--- config.mk ---
export PLATFORM = sky130hd
export DESIGN_NAME = psum_accumulator
export DESIGN_NICKNAME = d
export VERILOG_FILES = /design/src/rtl/psum_pkg.sv /design/src/rtl/psum_lane_add.sv /design/src/rtl/psum_accumulator.sv
export SDC_FILE = /design/constraint.sdc
export NUM_CORES = 1
export LEC_CHECK = 0
export CAP_MARGIN = 20
export CORE_MARGIN = 5
export CORE_UTILIZATION = 63
export DETAILED_ROUTE_END_ITERATION = 16
export MAX_ROUTING_LAYER = met4
export PLACE_DENSITY = 0.86
export SLEW_MARGIN = 30
export SYNTH_ARGS = -nofsm -noshare
export SYNTH_HDL_FRONTEND = slang
export SYNTH_SLANG_ARGS = --single-unit
--- constraint.sdc ---
create_clock -name clk -period 8 [get_ports clk]
set_clock_uncertainty 0.2 [all_clocks]
set_input_delay 1.6 -clock clk [delete_from_list [all_inputs] [get_ports clk]]
set_output_delay 1.6 -clock clk [all_outputs]
set_load 0.05 [all_outputs]
--- src/rtl/psum_pkg.sv ---
// Shared types, widths and the operand extension helper for the partial-sum
// accumulator.
package psum_pkg;

    localparam int PSUM_W    = 18;
    localparam int COL_W     = 9;
    localparam int EXT_MAX_W = 64;

    typedef enum logic [1:0] {
        IDLE     = 2'd0,
        ACCUM    = 2'd1,
        STOPPING = 2'd2
    } psum_state_e;

    // Extend the low in_w bits of val to EXT_MAX_W bits, sign- or zero-filling
    // above bit in_w-1. Callers cast the result down to their lane width.
    function automatic logic [EXT_MAX_W-1:0] psum_extend(
        input logic [PSUM_W-1:0] val,
        input int                in_w,
        input logic              is_signed
    );
        logic [EXT_MAX_W-1:0] res;
        logic                 fill;
        res  = '0;
        fill = 1'b0;
        for (int i = 0; i < PSUM_W; i++) begin
            if (i < in_w) begin
                res[i] = val[i];
            end
            if (i == in_w - 1) begin
                fill = is_signed & val[i];
            end
        end
        for (int i = 0; i < EXT_MAX_W; i++) begin
            if (i >= in_w) begin
                res[i] = fill;
            end
        end
        return res;
    endfunction

endpackage

--- src/rtl/psum_lane_add.sv ---
// One accumulation lane: extend the operand to W bits, add it to the running
// value and flag signed/unsigned overflow.
// Build option: PSUM_ACC_SAT_EN clamps the sum to the representable range on
// overflow instead of wrapping.
module psum_lane_add
    import psum_pkg::*;
#(
    parameter int W    = 32,
    parameter int IN_W = PSUM_W
) (
    input  logic [W-1:0]    acc_i,
    input  logic [IN_W-1:0] opnd_i,
    input  logic            sign_i,
    output logic [W-1:0]    sum_o,
    output logic            ovf_o
);

    if (IN_W > PSUM_W) begin : g_bad_in_w
        $error("psum_lane_add: IN_W must not exceed PSUM_W");
    end

    logic [W-1:0] opnd_ext;
    logic [W:0]   raw_sum;
    logic         uns_ovf;
    logic         sgn_ovf;

    // Extend, add with carry-out, detect overflow for the selected signedness.
    always_comb begin
        opnd_ext = W'(psum_extend(PSUM_W'(opnd_i), IN_W, sign_i));
        raw_sum  = {1'b0, acc_i} + {1'b0, opnd_ext};
        uns_ovf  = raw_sum[W];
        sgn_ovf  = (acc_i[W-1] == opnd_ext[W-1]) && (raw_sum[W-1] != acc_i[W-1]);
        ovf_o    = sign_i ? sgn_ovf : uns_ovf;
        sum_o    = raw_sum[W-1:0];
`ifdef PSUM_ACC_SAT_EN
        if (ovf_o) begin
            if (sign_i) begin
                // Signed overflow only happens when both operands share a sign.
                sum_o = acc_i[W-1] ? {1'b1, {(W-1){1'b0}}} : {1'b0, {(W-1){1'b1}}};
            end else begin
                sum_o = '1;
            end
        end
`endif
    end

endmodule

--- src/rtl/psum_accumulator.sv ---
// Partial-sum accumulator: sums a programmable number of 18-bit psums (or two
// independent 9-bit column sums) into one result held in a one-entry
// valid/ready output register.
// Build option: PSUM_ACC_SAT_EN selects saturating instead of wrapping adds.
//
// state    | meaning
// ---------+-----------------------------------------------------------
// IDLE     | not configured; psums refused; waits for cfg_load
// ACCUM    | accepting psums, emitting one result per group
// STOPPING | finishing the current group, then back to IDLE
module psum_accumulator
    import psum_pkg::*;
#(
    parameter int ACC_W  = 32,
    parameter int LANE_W = 16,
    parameter int CNT_W  = 8
) (
    input  logic              clk,
    input  logic              reset,
    input  logic              cfg_load,
    input  logic [CNT_W-1:0]  cfg_len,
    input  logic              cfg_split,
    input  logic              cfg_sign,
    input  logic              cfg_stop,
    input  logic [PSUM_W-1:0] psum_in,
    input  logic              psum_valid,
    output logic              psum_ready,
    output logic [ACC_W-1:0]  acc_out,
    output logic              acc_valid,
    input  logic              acc_ready,
    output logic              busy,
    output logic              ovf
);

    if (2 * LANE_W > ACC_W) begin : g_bad_lane_w
        $error("psum_accumulator: 2*LANE_W must not exceed ACC_W");
    end

    psum_state_e        state_q, state_d;
    logic [CNT_W-1:0]   cnt_q, cnt_d;
    logic [CNT_W-1:0]   len_q, len_d;
    logic               split_q, split_d;
    logic               sign_q, sign_d;
    logic [ACC_W-1:0]   acc_q, acc_d;
    logic [LANE_W-1:0]  lane0_q, lane0_d;
    logic [LANE_W-1:0]  lane1_q, lane1_d;
    logic [ACC_W-1:0]   acc_out_q, acc_out_d;
    logic               acc_valid_q, acc_valid_d;
    logic               ovf_q, ovf_d;

    logic [ACC_W-1:0]   full_sum;
    logic [LANE_W-1:0]  lane0_sum;
    logic [LANE_W-1:0]  lane1_sum;
    logic               full_ovf;
    logic               lane0_ovf;
    logic               lane1_ovf;
    logic [ACC_W-1:0]   split_word;
    logic               last_beat;
    logic               beat_acc;
    logic               beat_ovf;
    logic               grp_done;

    psum_lane_add #(.W(ACC_W), .IN_W(PSUM_W)) u_full (
        .acc_i  (acc_q),
        .opnd_i (psum_in),
        .sign_i (sign_q),
        .sum_o  (full_sum),
        .ovf_o  (full_ovf)
    );

    psum_lane_add #(.W(LANE_W), .IN_W(COL_W)) u_lane0 (
        .acc_i  (lane0_q),
        .opnd_i (psum_in[COL_W-1:0]),
        .sign_i (sign_q),
        .sum_o  (lane0_sum),
        .ovf_o  (lane0_ovf)
    );

    psum_lane_add #(.W(LANE_W), .IN_W(COL_W)) u_lane1 (
        .acc_i  (lane1_q),
        .opnd_i (psum_in[PSUM_W-1:COL_W]),
        .sign_i (sign_q),
        .sum_o  (lane1_sum),
        .ovf_o  (lane1_ovf)
    );

    // Handshake qualifiers; only the final beat of a group waits on a full output register.
    always_comb begin
        busy       = (state_q != IDLE);
        last_beat  = (cnt_q == (len_q - CNT_W'(1)));
        psum_ready = busy && !(last_beat && acc_valid_q && !acc_ready);
        beat_acc   = psum_valid && psum_ready;
        beat_ovf   = split_q ? (lane0_ovf | lane1_ovf) : full_ovf;
        grp_done   = beat_acc && last_beat;
        split_word = '0;
        split_word[2*LANE_W-1:0] = {lane1_sum, lane0_sum};
    end

    // Next-state, accumulation and output-register update.
    always_comb begin
        state_d     = state_q;
        cnt_d       = cnt_q;
        len_d       = len_q;
        split_d     = split_q;
        sign_d      = sign_q;
        acc_d       = acc_q;
        lane0_d     = lane0_q;
        lane1_d     = lane1_q;
        acc_out_d   = acc_out_q;
        acc_valid_d = acc_valid_q;
        ovf_d       = ovf_q;

        if (acc_valid_q && acc_ready) begin
            acc_valid_d = 1'b0;
        end

        case (state_q)
            IDLE: begin
                if (cfg_load) begin
                    len_d   = (cfg_len == '0) ? CNT_W'(1) : cfg_len;
                    split_d = cfg_split;
                    sign_d  = cfg_sign;
                    cnt_d   = '0;
                    acc_d   = '0;
                    lane0_d = '0;
                    lane1_d = '0;
                    ovf_d   = 1'b0;
                    state_d = ACCUM;
                end
            end
            ACCUM, STOPPING: begin
                if (beat_acc) begin
                    ovf_d = ovf_q | beat_ovf;
                    if (last_beat) begin
                        // Result leaves with this beat; the next group starts from zero
                        // on the very next cycle.
                        acc_out_d   = split_q ? split_word : full_sum;
                        acc_valid_d = 1'b1;
                        cnt_d       = '0;
                        acc_d       = '0;
                        lane0_d     = '0;
                        lane1_d     = '0;
                    end else begin
                        cnt_d   = cnt_q + CNT_W'(1);
                        acc_d   = full_sum;
                        lane0_d = lane0_sum;
                        lane1_d = lane1_sum;
                    end
                end
                if (state_q == ACCUM) begin
                    if (cfg_stop) begin
                        if (grp_done || (cnt_q == '0 && !beat_acc)) begin
                            state_d = IDLE;
                        end else begin
                            state_d = STOPPING;
                        end
                    end
                end else if (grp_done) begin
                    state_d = IDLE;
                end
            end
            default: begin
                state_d = IDLE;
            end
        endcase
    end

    // State and datapath registers with synchronous reset.
    always_ff @(posedge clk) begin
        if (reset) begin
            state_q     <= IDLE;
            cnt_q       <= '0;
            len_q       <= '0;
            split_q     <= 1'b0;
            sign_q      <= 1'b0;
            acc_q       <= '0;
            lane0_q     <= '0;
            lane1_q     <= '0;
            acc_out_q   <= '0;
            acc_valid_q <= 1'b0;
            ovf_q       <= 1'b0;
        end else begin
            state_q     <= state_d;
            cnt_q       <= cnt_d;
            len_q       <= len_d;
            split_q     <= split_d;
            sign_q      <= sign_d;
            acc_q       <= acc_d;
            lane0_q     <= lane0_d;
            lane1_q     <= lane1_d;
            acc_out_q   <= acc_out_d;
            acc_valid_q <= acc_valid_d;
            ovf_q       <= ovf_d;
        end
    end

    assign acc_out   = acc_out_q;
    assign acc_valid = acc_valid_q;
    assign ovf       = ovf_q;

endmodule

==> flow_metrics.py, run 1 <==
metrics = {
    "route": {
        "wl_per_cell_um": 16.65,
        "drt-total-wl_um": 20120,
        "vias": 7430,
        "firstDrtPassIters": 5,
        "viasPerCell": 6.151,
        "postRouteAntennaNets": 0,
        "route.detailed.drc": 0,
        "drt_iter0_drc": 643,
    },
    "finish": {
        "multi_input_area_mm2": 0.005263,
        "register_area_mm2": 0.002362,
        "area_delta_synth_final_pct": 16.17,
        "drive_gt1_frac": 0.04151,
        "fillers": 971,
        "stdcell_count": 1208,
        "antenna_cells": 0,
        "fin_nets": 1132,
    },
    "pwr": {
        "ir_worst_vdd_mv": 0.1381,
        "swShare": 0.2924,
        "power.density_mw_per_mm2": 181.9,
        "p_sw_uw": 489.7,
        "power_frac_clock": 0.433,
        "power_uw": 1675,
        "power.internal_uw": 1185,
        "leakage_uw": 0.003734,
        "combPwrFrac": 0.197,
        "seqPwrFrac": 0.369,
    },
    "timing": {
        "rsz0062_at_grt": "no",
        "fin_tns_setup_ps": 0,
        "finalHoldViolations": 0,
        "fin_crit_ps": 5178,
        "max_freq_ghz": 0.1931,
        "final-setup-viol-count": 0,
        "worst-slew-pin-transition_ps": 929.8,
        "min_period_over_period": 0.6473,
        "maxSlewViolCount": 0,
        "maxSlewHeadroom": 0.3801,
    },
    "critical_path": {
        "cp.required_ps": 8140,
        "cp-end-kind": "flip-flop",
        "path_class": "in -> reg",
        "path_max_fanout": 21,
        "critPathLaunchType": "input pin",
        "cp.arrival_ps": 5310,
        "r2r_cells": 11,
    },
    "synth": {
        "ys.flop_type": "dfxtp_1",
        "post_synth.cell_area_avg_um2": 8.119,
        "synth_top_area_share": 0.2981,
        "ys_ff_latch": 118,
        "synth_top_area_cell": "dfxtp_1",
        "syn_nets": 1084,
        "yosys_warnings": 0,
        "synth_top_cells_by_count": "136 x nor2_1, 118 x dfxtp_1, 88 x nand2_1",
        "synthesis.area_mm2": 0.007924,
        "seq_area_frac_synth": 0.2981,
        "synthArstFlopShare": 0,
        "synthCells": 976,
        "synth.area.top_cells": "dfxtp_1 30%, ha_1 11%, nor2_1 6.4%",
        "synth.most_common_cell": "nor2_1",
        "synth_edf_count": 0,
        "ys_types": 70,
    },
    "global_routing": {
        "grt_max_degree": 86,
        "grt_usage": 0.2846,
        "grt_overflow_total": 0,
        "grt_pass1_vias": 6949,
        "grt_pass1_wl_um": 33260,
        "antenna_found_initial": 0,
    },
    "placed_design": {
        "gp_congestion": 0.9445,
        "io_buffers": 69,
        "place_hpwl_um": 13730,
        "dp.cells": 1177,
    },
    "die": {
        "die_h_um": 122.2,
        "die_w_um": 122.2,
        "fp.coreArea_mm2": 0.01247,
        "ioPinCount": 70,
        "dieArea_mm2": 0.01492,
        "initial_core_util": 0.6357,
        "rows": 41,
    },
    "clock_network": {
        "cts_resized": 0,
        "cts_buffer_depth": 2,
        "clkLatencyLatePin_ps": 420,
        "cts_hold_buf": 0,
        "cts.sinks": 118,
        "h-tree-depth": 4,
        "post_cts_buffers": 0,
        "numCtsBuffers": 17,
        "cts_tree": "built",
        "path_clk_slew_ps": 50,
        "cts-root-buf": "clkbuf_16",
    },
    "min_path": {
        "min_path_type": "reg -> reg",
        "hold_depth": 2,
    },
    "job": {
        "max-cap-violations": 0,
    },
    "run_status": {
        "status": "finished, final reports clean",
    },
}
-- through the flow --
step / setup slack (ps) / cell area [um2] / utilization / hold slack [ps]
after floorplan: 3552 / 7924 / - / 236.2
after global placement: 2534 / 8648 / 0.6938 / 248.9
after detailed placement: 2456 / 8648 / 0.6938 / 265.2
after CTS: 2862 / 9205 / 0.7384 / 272.1
after global routing: 2492 / 9205 / 0.7384 / 282.8
final: 2822 / 9205 / 0.7384 / 266.5
-- logic make-up (layout without fill, tap and decap cells) --
family	after synthesis	in the layout	share of synthesized area
fa+ha+maj	74	74	0.1197
simple gates	332	332	0.1925
xor+xnor	62	62	0.06853
flops	118	118	0.2981
buf+inv	67	127	0.03884
mux	15	15	0.01926
compound gates	308	308	0.2631
-- layer usage --
metal	part of all wire	track usage
met5	0	-
met4	0.019	0.1078
met3	0.067	0.05525
met2	0.47	0.4472
met1	0.45	0.3643
-- sequential cells by signal, indices dropped and copies added (netlist names) --
| signal | flops |
|---|---|
| acc_q | 32 |
| ovf | 1 |
| lane0_q | 16 |
| sign_q | 1 |
| acc_valid | 1 |
| state_q | 2 |
| cnt_q | 8 |
| acc_out | 32 |
| split_q | 1 |
| lane1_q | 16 |
| len_q | 8 |
-- worst paths after layout --
check                                  from           to  slack (ps)
worst min-delay path              acc_q[26]    acc_q[26]         270
worst max register to register       sign_q  acc_out[27]        3980
worst max-delay path            psum_in[17]  acc_out[27]        2820
worst min register to register    acc_q[26]    acc_q[26]         270
-- critical path: stages --
cell and delay, ps:
clkdlybuf4s50_1 520, and2_1 710, ha_1 420, o21a_1 130, nor2_1 120, nor2_1 60, a221o_1 310, a21oi_1 320
o21ai_0 310, a2111oi_0 470, a221oi_1 90, a211oi_1 240
-- power by group through the flow --
| stage | Sequential (uW) | Combinational [uW] | Clock [uW] |
|---|---|---|---|
| floorplan | 626 | 250 | 0 |
| global placement | 629 | 320 | 0 |
| detailed placement | 629 | 324 | 0 |
| CTS | 618 | 327 | 730 |
| global route | 619 | 364 | 764 |
| finish | 618 | 331 | 726 |
-- area by class of cell --
type                    instances  share of cell area
clock inverters                 3            0.004350
repair buffers                 74             0.07884
flip-flops and latches        118              0.2566
multi-input cells             791              0.5717
clock buffers                  28             0.05614
inverters                      22            0.008971
well taps                     172             0.02338
-- cell usage in the layout (no fill, tap or decap), types with 9 or more instances in the layout --
| cell | Yosys | final |
|---|---|---|
| xor2_1 | 19 | 19 |
| nand2b_1 | 9 | 9 |
| nor3_1 | 16 | 16 |
| nor2b_1 | 13 | 12 |
| a311oi_1 | 18 | 18 |
| xnor2_1 | 43 | 43 |
| dfxtp_1 | 118 | 118 |
| a211oi_1 | 21 | 21 |
| clkdlybuf4s50_1 | 0 | 68 |
| o21ai_0 | 49 | 49 |
| nand3_1 | 17 | 17 |
| ha_1 | 71 | 71 |
| inv_1 | 22 | 22 |
| a22oi_1 | 57 | 57 |
| a21oi_1 | 73 | 73 |
| clkbuf_16 | 0 | 17 |
| nor2_1 | 136 | 136 |
| and3_1 | 9 | 9 |
| mux2i_1 | 13 | 13 |
| a21o_1 | 19 | 19 |
| nand2_1 | 88 | 88 |
(Power assumes the default switching activity.)
==> run 2, diff against run 1 <==
CORE_UTILIZATION = 59   (was 63)
PLACE_DENSITY = 0.81   (was 0.86)
clock period = 5.05 ns   (was 8 ns; I/O delays follow)
==> run 2 against run 1 <==
First-iteration DRC count is 11% lower. Die area grew 6.2%. Via count is 0.73% higher. Non-clock buffer count grew 6. Sequential share of layout area decreased by 0.17 points. Sequential power grew 59%. Combinational power grew 62%. Critical endpoint is now psum_ready. Largest power group unchanged.
==> flow_metrics.py, run 2 (synthesis results as in run 1) <==
metrics = {
    "clock_network": {
        "cts_buffer_depth": 2,
        "path_clk_slew_ps": 50,
        "h-tree-depth": 4,
        "cts-root-buf": "clkbuf_16",
        "cts.sinks": 118,
        "cts_tree": "built",
        "cts_hold_buf": 0,
        "post_cts_buffers": 0,
        "clkLatencyLatePin_ps": 420,
        "cts_resized": 0,
        "numCtsBuffers": 17,
    },
    "critical_path": {
        "slowest_stage": "clkdlybuf4s50_1",
        "cp.required_ps": 3840,
        "path_delay_family": "simple AND/OR/NAND/NOR gates",
        "cpPeakStageDelay_ps": 810,
        "cp.arrival_ps": 3190,
        "path_class": "reg -> out",
        "crit_path_cell_trace": "or3_1 -> or4_1 -> and4b_1 -> o211ai_4 -> nor2_2 -> nor2_1 -> clkdlybuf4s50_1",
        "critPathLaunchType": "flip-flop",
        "cp-end-kind": "output port",
        "path_max_fanout": 7,
        "path_buf_inv": 1,
    },
    "global_routing": {
        "grt_pass1_wl_um": 34710,
        "grt_use_met3": 0.06435,
        "grt_pass1_vias": 7177,
        "busiest_layer": "met2",
        "met2_usage": 0.4316,
        "antenna_found_initial": 0,
        "grt_overflow_total": 0,
        "grt_max_degree": 64,
        "met1_usage": 0.3383,
        "grt_usage": 0.2716,
    },
    "route": {
        "wl_per_cell_um": 17.16,
        "firstDrtPassIters": 5,
        "drt-total-wl_um": 20880,
        "postRouteAntennaNets": 0,
        "vias": 7484,
        "viasPerCell": 6.150,
        "route.detailed.drc": 0,
        "drt_iter0_drc": 574,
    },
    "pwr": {
        "leakage_uw": 0.003767,
        "power_uw": 2640,
        "ir_worst_vdd_mv": 0.1848,
        "power.density_mw_per_mm2": 284.8,
    },
    "die": {
        "die_h_um": 125.9,
        "fp.coreArea_mm2": 0.01319,
        "rows": 42,
        "dieArea_mm2": 0.01585,
        "ioPinCount": 70,
        "die_w_um": 125.9,
        "initial_core_util": 0.6007,
    },
    "finish": {
        "mostFrequentLayoutCell": "nor2_1",
        "most-common-layout-cells": "136 x nor2_1, 118 x dfxtp_1, 88 x nand2_1, 73 x a21oi_1, 71 x ha_1",
        "fin_nets": 1138,
        "register_area_mm2": 0.002362,
        "antenna_cells": 0,
        "area_delta_synth_final_pct": 16.96,
        "fillers": 1076,
        "drive_gt1_frac": 0.04707,
        "multi_input_area_mm2": 0.005263,
    },
    "placed_design": {
        "gp_congestion": 0.9753,
        "io_buffers": 69,
        "place_hpwl_um": 14680,
    },
    "timing": {
        "worst-slew-pin-transition_ps": 952.1,
        "maxSlewHeadroom": 0.3632,
        "fin_tns_setup_ps": 0,
        "rsz0062_at_grt": "no",
        "min_period_over_period": 0.8705,
        "max_freq_ghz": 0.2275,
        "maxSlewViolCount": 0,
        "fin_crit_ps": 4396,
        "final-setup-viol-count": 0,
        "finalHoldViolations": 0,
    },
    "min_path": {
        "min_path_type": "reg -> reg",
    },
    "job": {
        "max-cap-violations": 0,
    },
    "run_status": {
        "status": "finished, final reports clean",
    },
}
run 2: cell types whose count changed in the layout (fill, tap and decap cells not counted):
cell	delta
clkbuf_8	-1
buf_12	+2
clkbuf_1	-1
clkinv_2	+1
buf_4	+4
run 2: routing by layer:
metal  vias up  share of wire
li1       3703              -
met1      3494           0.45
met2       236           0.47
met3        51          0.061
met4         0          0.025
met5         -              0
run 2: metrics by stage:
step                hold WS, ps  std cells  setup slack (ps)  utilization  instance area [um2]
floorplan                 236.2        976              1192            -                 7924
global placement          247.5       1187             479.3       0.6614                 8723
detailed placement        256.5       1187             397.3       0.6614                 8723
CTS                       264.1       1217             651.0       0.7026                 9268
global route              299.3       1217             343.6       0.7026                 9268
finish                    270.2       1217             654.1       0.7026                 9268
run 2: final cells by class:
class | instances | share of cell area
repair buffers | 80 | 0.08586
well taps | 176 | 0.02376
inverters | 22 | 0.008910
multi-input cells | 791 | 0.5678
clock inverters | 4 | 0.004860
flip-flops and latches | 118 | 0.2549
clock buffers | 26 | 0.05387
run 2: path summary, 6_finish.rpt:
path / to / cells after the start / slack, ps / startpoint
worst max-delay path: psum_ready / 7 / 650 / len_q[2]
worst min-delay path: acc_q[26] / 2 / 270 / acc_q[26]
worst max register to register: acc_out[27] / 11 / 1490 / sign_q
worst min register to register: acc_q[26] / 2 / 270 / acc_q[26]
run 2: report_power, final:
group / internal (uW) / switching (uW) / leakage, uW
sequential: 956 / 24.1 / 0.000953
combinational: 192 / 345 / 0.00254
clock: 719 / 403 / 0.000270
total: 1870 / 772 / 0.00377
run 2: worst reg2reg max path, delay by kind of cell (launching register included):
kind,cells,cell delay [ps]
adders and majority gates,1,350
DFF,1,480
and+or+nand+nor,3,540
AOI/OAI and AO/OA,7,1910
==> run 3, diff against run 2 <==
SETUP_SLACK_MARGIN = 0.4   (was not set)
SYNTH_HIERARCHICAL = 1   (was not set)
==> run 3 against run 2 <==
Register-to-register slack lost 210 ps. Clock power is essentially flat. Wire length grew 2.4%. First-iteration DRC count grew 21%. Combinational power grew to 3.7 times the previous value. Clock-buffer cell count is the same. Sequential power grew 22%. Area after synthesis grew 3.1%. Setup slack gained 39 ps. Hold slack lost 12 ps. Final area grew 2.1%. Utilization shrank 1.3 points.
==> flow_metrics.py, run 3 <==
metrics = {
    "critical_path": {
        "critPathLaunchType": "flip-flop",
        "path_max_fanout": 9,
        "cp-end-kind": "output port",
        "cp.arrival_ps": 3150,
        "cpPeakStageDelay_ps": 810,
        "crit_path_cell_trace": "inv_1 -> ha_1 -> or3b_2 -> o2111a_1 -> a211oi_1 -> a2111o_1 -> nor2_1 -> nor2_1 -> clkdlybuf4s50_1",
        "cp.required_ps": 3840,
        "crit_top_cell": "nor2_1",
        "path_class": "reg -> out",
        "slowest_stage": "clkdlybuf4s50_1",
    },
    "global_routing": {
        "grt_overflow_total": 0,
        "grt_max_degree": 48,
        "grt_pass1_vias": 7439,
        "grt_pass1_wl_um": 35790,
        "grt_usage": 0.2749,
        "antenna_found_initial": 0,
    },
    "finish": {
        "register_area_mm2": 0.002364,
        "area_delta_synth_final_pct": 15.84,
        "fillers": 1139,
        "most-common-layout-cells": "191 x nand2_1, 122 x a21oi_1, 117 x dfxtp_1, 75 x nor2_1, 68 x clkdlybuf4s50_1",
        "drive_gt1_frac": 0.06691,
        "mostFrequentLayoutCell": "nand2_1",
        "antenna_cells": 0,
        "stdcell_count": 1271,
        "fin_nets": 1165,
        "multi_input_area_mm2": 0.005429,
    },
    "timing": {
        "final-setup-viol-count": 0,
        "maxSlewHeadroom": 0.4318,
        "finalHoldViolations": 0,
        "maxSlewViolCount": 0,
        "rsz0062_at_grt": "no",
        "fin_tns_setup_ps": 0,
        "min_period_over_period": 0.8628,
        "max_freq_ghz": 0.2295,
        "worst-slew-pin-transition_ps": 849.1,
        "fin_crit_ps": 4357,
    },
    "synth": {
        "ys_ff_latch": 118,
        "ys.flop_type": "dfxtp_1",
        "synth_top_area_cell": "dfxtp_1",
        "synthesis.area_mm2": 0.008169,
        "synth_top_cells_by_count": "191 x nand2_1, 122 x a21oi_1, 118 x dfxtp_1",
        "synth_top_area_share": 0.2892,
        "syn_nets": 1125,
        "ys_types": 94,
        "seq_area_frac_synth": 0.2892,
        "synth.most_common_cell": "nand2_1",
        "post_synth.cell_area_avg_um2": 7.847,
        "synthArstFlopShare": 0,
        "synth_edf_count": 0,
        "synth.area.top_cells": "dfxtp_1 29%, nand2_1 8.8%, a21oi_1 7.5%",
        "synthCells": 1041,
        "yosys_warnings": 6,
    },
    "die": {
        "die_h_um": 127.7,
        "initial_core_util": 0.5954,
        "ioPinCount": 70,
        "fp.coreArea_mm2": 0.01372,
        "dieArea_mm2": 0.01630,
        "die_w_um": 127.7,
        "rows": 43,
    },
    "clock_network": {
        "clkLatencyLatePin_ps": 420,
        "cts.sinks": 118,
        "cts_hold_buf": 0,
        "cts-root-buf": "clkbuf_16",
        "cts_buffer_depth": 2,
        "cts_resized": 0,
        "h-tree-depth": 4,
        "numCtsBuffers": 17,
        "cts_tree": "built",
        "post_cts_buffers": 0,
        "path_clk_slew_ps": 50,
    },
    "pwr": {
        "ir_worst_vdd_mv": 0.3213,
        "leakage_uw": 0.003639,
        "power.density_mw_per_mm2": 458.7,
    },
    "placed_design": {
        "gp_congestion": 0.9366,
        "place_hpwl_um": 14730,
        "dp.cells": 1242,
        "io_buffers": 69,
    },
    "route": {
        "postRouteAntennaNets": 0,
        "route.detailed.drc": 0,
        "wl_per_cell_um": 16.82,
        "drt-total-wl_um": 21380,
        "vias": 7784,
        "firstDrtPassIters": 5,
        "drt_iter0_drc": 697,
        "viasPerCell": 6.124,
    },
    "run_status": {
        "status": "finished, final reports clean",
    },
    "min_path": {
        "min_path_type": "reg -> reg",
    },
    "job": {
        "max-cap-violations": 0,
    },
}
run 3: changes by cell type after synthesis, moves of 23 or more:
cell and change:
nand2_1 +103, ha_1 -24, o21ai_0 -23, a21oi_1 +49, nor2_1 -61, mux2i_1 +28, a22oi_1 -54, a211oi_1 +23
run 3: power breakdown:
group / leakage (uW) / switching, uW / internal [uW]
logic: 0.00241 / 1250 / 748
clock network: 0.000268 / 410 / 732
registers: 0.000956 / 124 / 1080
run 3: cells by family after synthesis:
kind of cell	count (synthesis)	synth area share
simple gates	379	0.2141
mux	43	0.05345
fa+ha+maj	50	0.07934
compound gates	294	0.2415
flops	118	0.2892
buf+inv	87	0.04733
xor+xnor	70	0.07505
run 3: path summary, 6_finish.rpt:
path | startpoint | to | slack, ps | cells after the start
worst min-delay path | lane1_q[6] | lane1_q[6] | 260 | 2
worst min register to register | lane1_q[6] | lane1_q[6] | 260 | 2
worst max-delay path | len_q[0] | psum_ready | 690 | 9
worst max register to register | len_q[0] | lane1_q[2] | 1280 | 10
run 3: cell type report:
class / instances / area share
multi-input combinational: 836 / 0.5737
sequential: 118 / 0.2498
timing repair buffer: 78 / 0.08251
clock buffer: 26 / 0.05381
tap: 180 / 0.02380
inverter: 30 / 0.01190
clock inverter: 3 / 0.004496
run 3: worst max-delay path, delay by kind of cell, from the launching register on:
kind                     cells  cell delay (ps)
AND/OR/NAND/NOR              3              620
adder cells (fa/ha/maj)      1              340
flip-flops                   1              350
buffers and inverters        2              900
AO/OA/AOI/OAI                3              510
run 3: routing by layer:
layer | vias to the layer above | track usage | routed length (um)
li1 | 3796 | - | -
met1 | 3665 | 0.3575 | 9949
met2 | 278 | 0.4367 | 9851
met3 | 45 | 0.05167 | 1160
met4 | 0 | 0.08489 | 414
met5 | - | - | 0
run 3: metrics by stage:
stage | setup slack [ps] | hold slack [ps] | instance area (um2) | utilization | total power (uW)
after floorplan | 1282 | 233.0 | 8169 | - | 2724
after global placement | 586.3 | 246.9 | 8909 | 0.6493 | 3111
after detailed placement | 510.0 | 253.6 | 8909 | 0.6493 | 3156
after CTS | 678.4 | 260.5 | 9460 | 0.6896 | 4321
after global routing | 482.8 | 279.3 | 9463 | 0.6897 | 4615
final | 692.9 | 258.1 | 9463 | 0.6897 | 4341
